**src/rtl/aes_pipe_ctl.sv**
```systemverilog
// ---------------------------------------------------------------------------
// aes_pipe_ctl
//
// Sequencer and flow controller sitting in front of a free-running,
// 10-round pipelined AES-128 encryption core. The core has no handshake of
// its own, so this block:
//   - accepts plaintext and key updates over valid/ready handshakes,
//   - issues accepted blocks into the core through a registered data port,
//   - tracks blocks inside the core with a valid shift register,
//   - captures ciphertext into a first-word-fall-through output FIFO,
//   - admits new blocks only while (in flight + queued) < FIFO_DEPTH, so the
//     core can never push a result into a full FIFO,
//   - swaps the cipher key only when nothing is inside the core.
//
// Optional feature macro: AES_CTL_STATS_EN
//   defined   -> blk_count counts FIFO writes (wraps at 2^32, cleared by rst)
//   undefined -> blk_count is tied to zero, no counter is built
//
// Ports:
//   clk, rst        system clock, synchronous active-high reset
//   s_valid/s_ready/s_data        plaintext input handshake (128-bit)
//   key_valid/key_ready/key_data  key update request; key_ready pulses for
//                                 one cycle when key_data is latched
//   m_valid/m_ready/m_data        ciphertext output (FIFO head)
//   cph_datain, cph_key           registered data and key to the core
//   cph_dataout                   ciphertext returning from the core
//   busy            high while blocks are in flight or no key is active
//   blk_count       completed-block counter (see macro above)
// ---------------------------------------------------------------------------
module aes_pipe_ctl #(
  parameter int LATENCY    = 10,
  parameter int FIFO_DEPTH = 16,
  parameter int CNT_W      = 5
) (
  input  logic         clk,
  input  logic         rst,
  input  logic         s_valid,
  output logic         s_ready,
  input  logic [127:0] s_data,
  input  logic         key_valid,
  output logic         key_ready,
  input  logic [127:0] key_data,
  output logic         m_valid,
  input  logic         m_ready,
  output logic [127:0] m_data,
  output logic [127:0] cph_datain,
  output logic [127:0] cph_key,
  input  logic [127:0] cph_dataout,
  output logic         busy,
  output logic [31:0]  blk_count
);

  localparam int PTR_W = (FIFO_DEPTH > 1) ? $clog2(FIFO_DEPTH) : 1;

  typedef enum logic [1:0] {NOKEY, RUN, DRAIN, LOAD} state_t;

  state_t             state;
  logic [127:0]       key_q;
  logic               issue_v;
  logic [LATENCY-1:0] vld_sr;
  logic [CNT_W-1:0]   inflight;
  logic [CNT_W-1:0]   fifo_count;
  logic [PTR_W-1:0]   wr_ptr;
  logic [PTR_W-1:0]   rd_ptr;
  logic [127:0]       mem [FIFO_DEPTH];
  logic [CNT_W:0]     credit_used;
  logic               accept;
  logic               fifo_wr;
  logic               fifo_rd;

  // Credits: every block inside the core already owns a FIFO slot, so the
  // sum of in-flight and queued blocks must stay below the FIFO depth.
  // The sum is one bit wider than the counters so it cannot wrap.
  assign credit_used = {1'b0, inflight} + {1'b0, fifo_count};

  // A pending key request blocks admission in the same cycle, so the
  // RUN -> DRAIN transition never races with an accept.
  assign s_ready = (state == RUN) && !key_valid &&
                   (credit_used < (CNT_W+1)'(FIFO_DEPTH));

  assign accept  = s_valid && s_ready;
  assign fifo_wr = vld_sr[LATENCY-1];
  assign m_valid = (fifo_count != '0);
  assign fifo_rd = m_valid && m_ready;
  assign m_data  = mem[rd_ptr];
  assign cph_key = key_q;
  assign busy    = (inflight != '0) || (state != RUN);

  // Key-management FSM. key_ready is registered and is high exactly while
  // the FSM sits in LOAD; key_q is captured on the edge that leaves LOAD.
  always_ff @(posedge clk) begin
    if (rst) begin
      state     <= NOKEY;
      key_q     <= '0;
      key_ready <= 1'b0;
    end else begin
      key_ready <= 1'b0;
      case (state)
        NOKEY: begin
          if (key_valid) begin
            state     <= LOAD;
            key_ready <= 1'b1;
          end
        end
        RUN: begin
          if (key_valid) state <= DRAIN;
        end
        DRAIN: begin
          // Wait until the core holds no tracked block before swapping keys.
          if (inflight == '0) begin
            state     <= LOAD;
            key_ready <= 1'b1;
          end
        end
        LOAD: begin
          key_q <= key_data;
          state <= RUN;
        end
        default: state <= NOKEY;
      endcase
    end
  end

  // Issue register: the core sees a stable cph_datain; issue_v marks the
  // cycle in which it carries a genuine block.
  always_ff @(posedge clk) begin
    if (rst) begin
      cph_datain <= '0;
      issue_v    <= 1'b0;
    end else begin
      issue_v <= accept;
      if (accept) cph_datain <= s_data;
    end
  end

  // Valid shift register mirroring the core pipeline; its last stage lines
  // up with the matching ciphertext on cph_dataout. Clearing it on reset is
  // what discards whatever the core still holds.
  always_ff @(posedge clk) begin
    if (rst) begin
      vld_sr <= '0;
    end else begin
      vld_sr[0] <= issue_v;
      for (int i = 1; i < LATENCY; i++) vld_sr[i] <= vld_sr[i-1];
    end
  end

  // In-flight counter: a block leaves flight when it lands in the FIFO.
  always_ff @(posedge clk) begin
    if (rst) begin
      inflight <= '0;
    end else if (accept && !fifo_wr) begin
      inflight <= inflight + CNT_W'(1);
    end else if (!accept && fifo_wr) begin
      inflight <= inflight - CNT_W'(1);
    end
  end

  // FIFO occupancy and pointers; pointers wrap naturally since the depth
  // is a power of two.
  always_ff @(posedge clk) begin
    if (rst) begin
      fifo_count <= '0;
      wr_ptr     <= '0;
      rd_ptr     <= '0;
    end else begin
      if (fifo_wr) wr_ptr <= wr_ptr + PTR_W'(1);
      if (fifo_rd) rd_ptr <= rd_ptr + PTR_W'(1);
      if (fifo_wr && !fifo_rd) begin
        fifo_count <= fifo_count + CNT_W'(1);
      end else if (!fifo_wr && fifo_rd) begin
        fifo_count <= fifo_count - CNT_W'(1);
      end
    end
  end

  // FIFO storage carries no reset; only the pointers and count define
  // which entries are meaningful.
  always_ff @(posedge clk) begin
    if (fifo_wr) mem[wr_ptr] <= cph_dataout;
  end

`ifdef AES_CTL_STATS_EN
  logic [31:0] blk_count_q;

  // Completed-block statistic, one count per ciphertext written.
  always_ff @(posedge clk) begin
    if (rst) begin
      blk_count_q <= '0;
    end else if (fifo_wr) begin
      blk_count_q <= blk_count_q + 32'd1;
    end
  end

  assign blk_count = blk_count_q;
`else
  assign blk_count = '0;
`endif

endmodule
```
**config.mk**
```make
export PLATFORM = sky130hd
export DESIGN_NAME = aes_pipe_ctl
export DESIGN_NICKNAME = d
export VERILOG_FILES = /design/src/rtl/aes_pipe_ctl.sv
export SDC_FILE = /design/constraint.sdc
export NUM_CORES = 2
export LEC_CHECK = 0
export BUFFER_PORTS_ARGS = -buffer_cell sky130_fd_sc_hd__buf_4
export CAP_MARGIN = 20
export CELL_PAD_IN_SITES_DETAIL_PLACEMENT = 1
export CELL_PAD_IN_SITES_GLOBAL_PLACEMENT = 1
export CORE_MARGIN = 2
export CORE_UTILIZATION = 55
export DETAILED_ROUTE_END_ITERATION = 6
export HOLD_SLACK_MARGIN = 0.12
export PLACE_DENSITY = 0.8
export SYNTH_ARGS = -nofsm -noshare
export SYNTH_HDL_FRONTEND = slang
export SYNTH_SLANG_ARGS = --single-unit
```
**constraint.sdc**
```tcl
create_clock -name clk -period 9.85 [get_ports clk]
set_clock_uncertainty 0.05 [all_clocks]
set_input_delay 1.97 -clock clk [delete_from_list [all_inputs] [get_ports clk]]
set_output_delay 1.97 -clock clk [all_outputs]
set_load 0.02 [all_outputs]
```
# After elaboration in Yosys (flattened, before gate mapping)
# Memories as Yosys holds them, arrays and structs flattened. A register that Yosys moved wholly into a read port is not among the register bits.
# Cells that the tools add are included.
# totals
elab_cells,61
latchBits,0
rom_bits,0
ram_bits,2048
memories,1
out_inout_bits,420
reg_bits,288
in_bits,389
# memory_table
name,depth,width,read_ports,rd_ports_with_merged_regs,wr,line,source
mem,16,128,1,1,1,65,logic [127:0] mem [FIFO_DEPTH];
# classes
shift,0
bitwise,0
reduce_logical,20
eq_ne,7
muxes,15
n_addsub,7
div_mod_pow,0
magnitude_cmp,1
multipliers,0
# ops
op,n
5-bit two-way mux,4
"5-bit by 1-bit adder with 5-bit output, second input constant",2
5-bit nonzero test,2
"5-bit by 1-bit subtractor with 5-bit output, second input constant",2
"4-bit by 1-bit adder with 4-bit output, second input constant",2
1-bit logical AND,8
4-bit two-way mux,2
2-bit one-hot mux with 4 select lines,1
5-bit by 5-bit adder with 6-bit output,1
"6-bit by 5-bit < comparator with 1-bit output, second input constant",1
2-bit two-way mux,3
"2-bit inequality test, second input constant",3
5-bit logical NOT,1
"2-bit == test, second input constant",2
1-bit logical NOT,4
1-bit two-way mux,4
2-bit nonzero test,2
3-bit AND reduction,1
"2-bit by 1-bit == test with 1-bit output, second input constant",1
2-bit logical NOT,1
"2-bit by 1-bit inequality test with 1-bit output, second input constant",1
1-bit one-hot mux with 2 select lines,1
1-bit logical OR,1

# Depth between registers and ports, before layout
# depth
word_depth,8
ltp_mapped,13
ltp_nobuf,11

# Worst setup path after synthesis
# No wires, ideal clock.
# synth_path
kind,input port to output port
from,input port key_valid
to,output port s_ready
arrival_time_ps,2598
path_stages,3
required_ps,7830
path_buffers,0
slack_ps,5232
path_cell_list,nor4_1 nand2_1 nor2_1
# synth_between
elab_chain_len,3
# synth_rtl
element,line,source
from (decl),40,"input logic key_valid,"
1-bit logical NOT,78,assign s_ready = (state == RUN) && !key_valid &&
1-bit logical AND (2 in series),78,
to (decl),38,"output logic s_ready,"
# Every way passes these cells.

==> results by group <==
Die
  • I/O pin count: 809
  • Initial Util: 55.20%
  • Rows: 147
  • Die area: 164000 sq um
  • Die Span Y: 405.0 microns
  • Core area: ~160000 sq um
  • Die width: 405.0 microns

Run
  • Max-Cap Viols: 0

STA
  • Highest clock rate: 0.1512 GHz
  • Tcrit/Tclk final: 67.16%
  • Max-slew violation count: 0
  • Hold slack: 0.3838 ns
  • Rel. slew slack: 22.06%
  • Setup TNS: 0 ns
  • Period minus WS final: 6.615 ns
  • Worst Tran Pin Value: 1.169 ns
  • Final setup fails: 0
  • Final Hold Viols: 0
  • RSZ-0062 raised after global routing: false

Drt
  • First DRT Iteration DRCs: 5418
  • # DRC: 0
  • Number of routed nets with antenna violations: 0
  • Via/cell ratio: 6.191
  • Avg WL per Cell: ~33 microns
  • TritonRoute pass-1 iters: 6
  • Final wirelength: 253.0 mm
  • Via Count: between 40000 and 50000

Clock tree
  • CTS resizes: 0
  • CTS Buf Count: 225
  • Reg clk slew, reported paths: 0.05 ns
  • Clock Tree Buf Depth: 3
  • CTS H-tree depth: 4
  • Setup Fix Bufs, Post-CTS: 0
  • Root Buffer Master: clkbuf_16
  • Hold Buf Count CTS: 0
  • TritonCTS clock tree: done
  • Clock Sinks: 2340
  • Worst skew pair latency: 0.87 ns

Placement
  • GPL Wtd Cong: between 0.8 and 0.9
  • Post-detail-place hpwl: 138.3 mm
  • IO Port Bufs: 776

Critical path
  • Worst path required time: 7.83 ns
  • Worst-path fanout max: 139
  • Worst Path Class, Setup: reg2out
  • CP Capture Type: output port
  • Startpoint Class: flop
  • Crit path DAT: around 4.6 ns

Yosys
  • Seq/Total Area, Yosys: 76.16%
  • Synth Area in Adders: 0.2858%
  • Synth Instances: 4463
  • Yosys warns: 0
  • Mapped Avg Cell Area: 19.81 sq um
  • Library cells used by synthesis: 40
  • FFs w/ async S/R, synth: 0%
  • Post-Synth XOR/XNOR Area: 0.1089%
  • Top FF cell, synth: edfxtp_1
  • Synth Cell Area: roughly 90000 sq um
  • Post-synth EDFFs: 2048
  • Post-synthesis mux area share: 14.56%
  • Largest family of logic cells by synthesized area: multiplexers
  • Compound-gate portion of the synthesized area: slightly below 3%
  • Flops & latches, synth: 2340
  • Simple-gate share of the synthesized area: 4.069%

Final layout
  • Layout cells sized above 1: 31.14%
  • Nets: 5676
  • Area delta synth->final: 17.11%

Power
  • PD cells: 220.0 nW/um^2
  • Sw frac: 24.61%
  • P_sw: 5.607 mW
  • Comb power frac: 14.4%
  • Max VDD drop: 0.0002060 V
  • Int Power: 17.18 mW
  • Sequential power share: 47.9%
  • Leak: 33.97 nW
  • Clk pwr share: 37.7%

Global routing
  • Vias in the first global route: 51053
  • Total GRT Usage: 31.01%
  • Largest net degree at the start of global routing: 223
  • Initial antenna violation count: 52
  • GRT overflow: 0
  • First-pass GRT wire length: roughly 360 mm

Worst hold path
  • Worst hold path class: reg2reg

Status
  • Status: complete, no violations
-- area by class of cell --
| class | instances | area (sq um) |
|---|---|---|
| Multi-Input combinational cell | 1856 | 19630 |
| Fill cell | 13427 | 56640 |
| Inverter | 5 | 18.77 |
| Tap cell | 2160 | 2703 |
| Timing Repair Buffer | 840 | 6486 |
| Clock buffer | 292 | 6021 |
| Clock inverter | 127 | 1245 |
| Sequential cell | 2340 | 67360 |
| Antenna cell | 42 | 105.1 |
-- routing by layer --
layer	GRT usage (%)	part of all wire, %
met1	38.47	36
met2	51.20	51
met3	7.425	9.1
met4	15.80	4.3
met5	0	0.046
-- state kept, by name, indices dropped and copies added, names as in the netlist, named ones only --
name and cells:
cph_datain 128, issue_v 1, vld_sr 10, inflight 5, state 2, wr_ptr 4, rd_ptr 4, cph_key 128
mem 2048, fifo_count 5, key_ready 1
-- placed cells by master (no fill, tap or decap), drive strengths merged, types with 3 or more instances in the layout --
cell,instances
nand2b,262
inv,9
diode,42
o22ai,75
buf,840
clkinv,101
and2,19
xor2,8
nand2,358
ha,17
a22oi,182
nor2,67
nor2b,18
dfxtp,292
or2,3
conb,32
mux4,512
a211oi,3
edfxtp,2048
xnor2,3
bufinv,19
nor4,3
clkinvlp,3
clkbuf,292
mux2i,132
a21oi,136
-- worst max-delay path, stage by stage, from the launching register on --
cell and delay, ns:
dfxtp_4 0.70, buf_12 0.60, buf_4 0.94, mux4_2 0.42, a22oi_1 0.32, nand2_1 0.21, buf_4 0.21
-- power groups by stage --
stage / registers, mW / logic (mW) / clock network [mW]
4_1_cts: 10.9 / 3.30 / 8.70
6_report: 10.9 / 3.28 / 8.59
3_5_place_dp: 11.1 / 3.24 / 0
3_3_place_gp: 11.1 / 3.17 / 0
2_1_floorplan: 11.1 / 2.26 / 0
5_1_grt: 10.9 / 3.49 / 9.01
-- synth_stat cells, drive strengths merged, types with 2 or more instances --
cell    instances  area share [%]
edfxtp       2048              70
mux4          512              13
nand2         358             1.5
dfxtp         292             6.6
nand2b        262             1.9
a22oi         182             1.5
buf           158             1.3
a21oi         136            0.77
clkbuf        135            0.57
mux2i         132             1.5
o22ai          75            0.53
nor2           67            0.28
and2           19            0.13
nor2b          18            0.13
ha             17            0.24
xor2            8           0.079
inv             5           0.021
a211oi          3           0.025
nor4            3           0.021
or2             3           0.021
xnor2           3           0.030
a21o            2           0.017
a31oi           2           0.014
and3            2           0.014
fa              2           0.045
mux2            2           0.025
nand3           2           0.011
nand4           2           0.014
nor4bb          2           0.023
o211ai          2           0.017
or3             2           0.014
or4             2           0.017
-- through the flow --
stage	cells	power [mW]	setup slack (ns)	area (sq um)	utilization, %
finish	7662	22.79	3.235	103600	64.64
global route	7660	23.42	3.128	103600	64.64
CTS	7616	22.91	3.326	103400	64.53
detailed placement	7197	14.37	4.310	96110	59.99
global placement	7196	14.29	4.291	96100	59.99
floorplan	4494	13.38	5.232	88540	-
-- logic make-up (layout without fill, tap and decap cells) --
logic type | Yosys count | in the layout
flip-flops | 2340 | 2340
multiplexers | 646 | 646
adder cells (fa/ha/maj) | 19 | 19
AO/OA/AOI/OAI | 404 | 404
XOR/XNOR | 11 | 11
other | 1 | 74
AND/OR/NAND/NOR | 744 | 744
buffers and inverters | 298 | 1264
-- final timing paths --
path / startpoint / slack, ns / cells after the start / end
setup / recovery: flop / 3.23 / 6 / m_data[63]
hold / removal: vld_sr[2]$_SDFF_PP0_ / 0.38 / 1 / vld_sr[3]$_SDFF_PP0_
setup reg to reg: vld_sr[9]$_SDFF_PP0_ / 5.67 / 4 / mem[14][104]$_DFFE_PP_
hold reg to reg: vld_sr[2]$_SDFF_PP0_ / 0.38 / 1 / vld_sr[3]$_SDFF_PP0_
No activity file was read; power rests on OpenSTA's default activity.
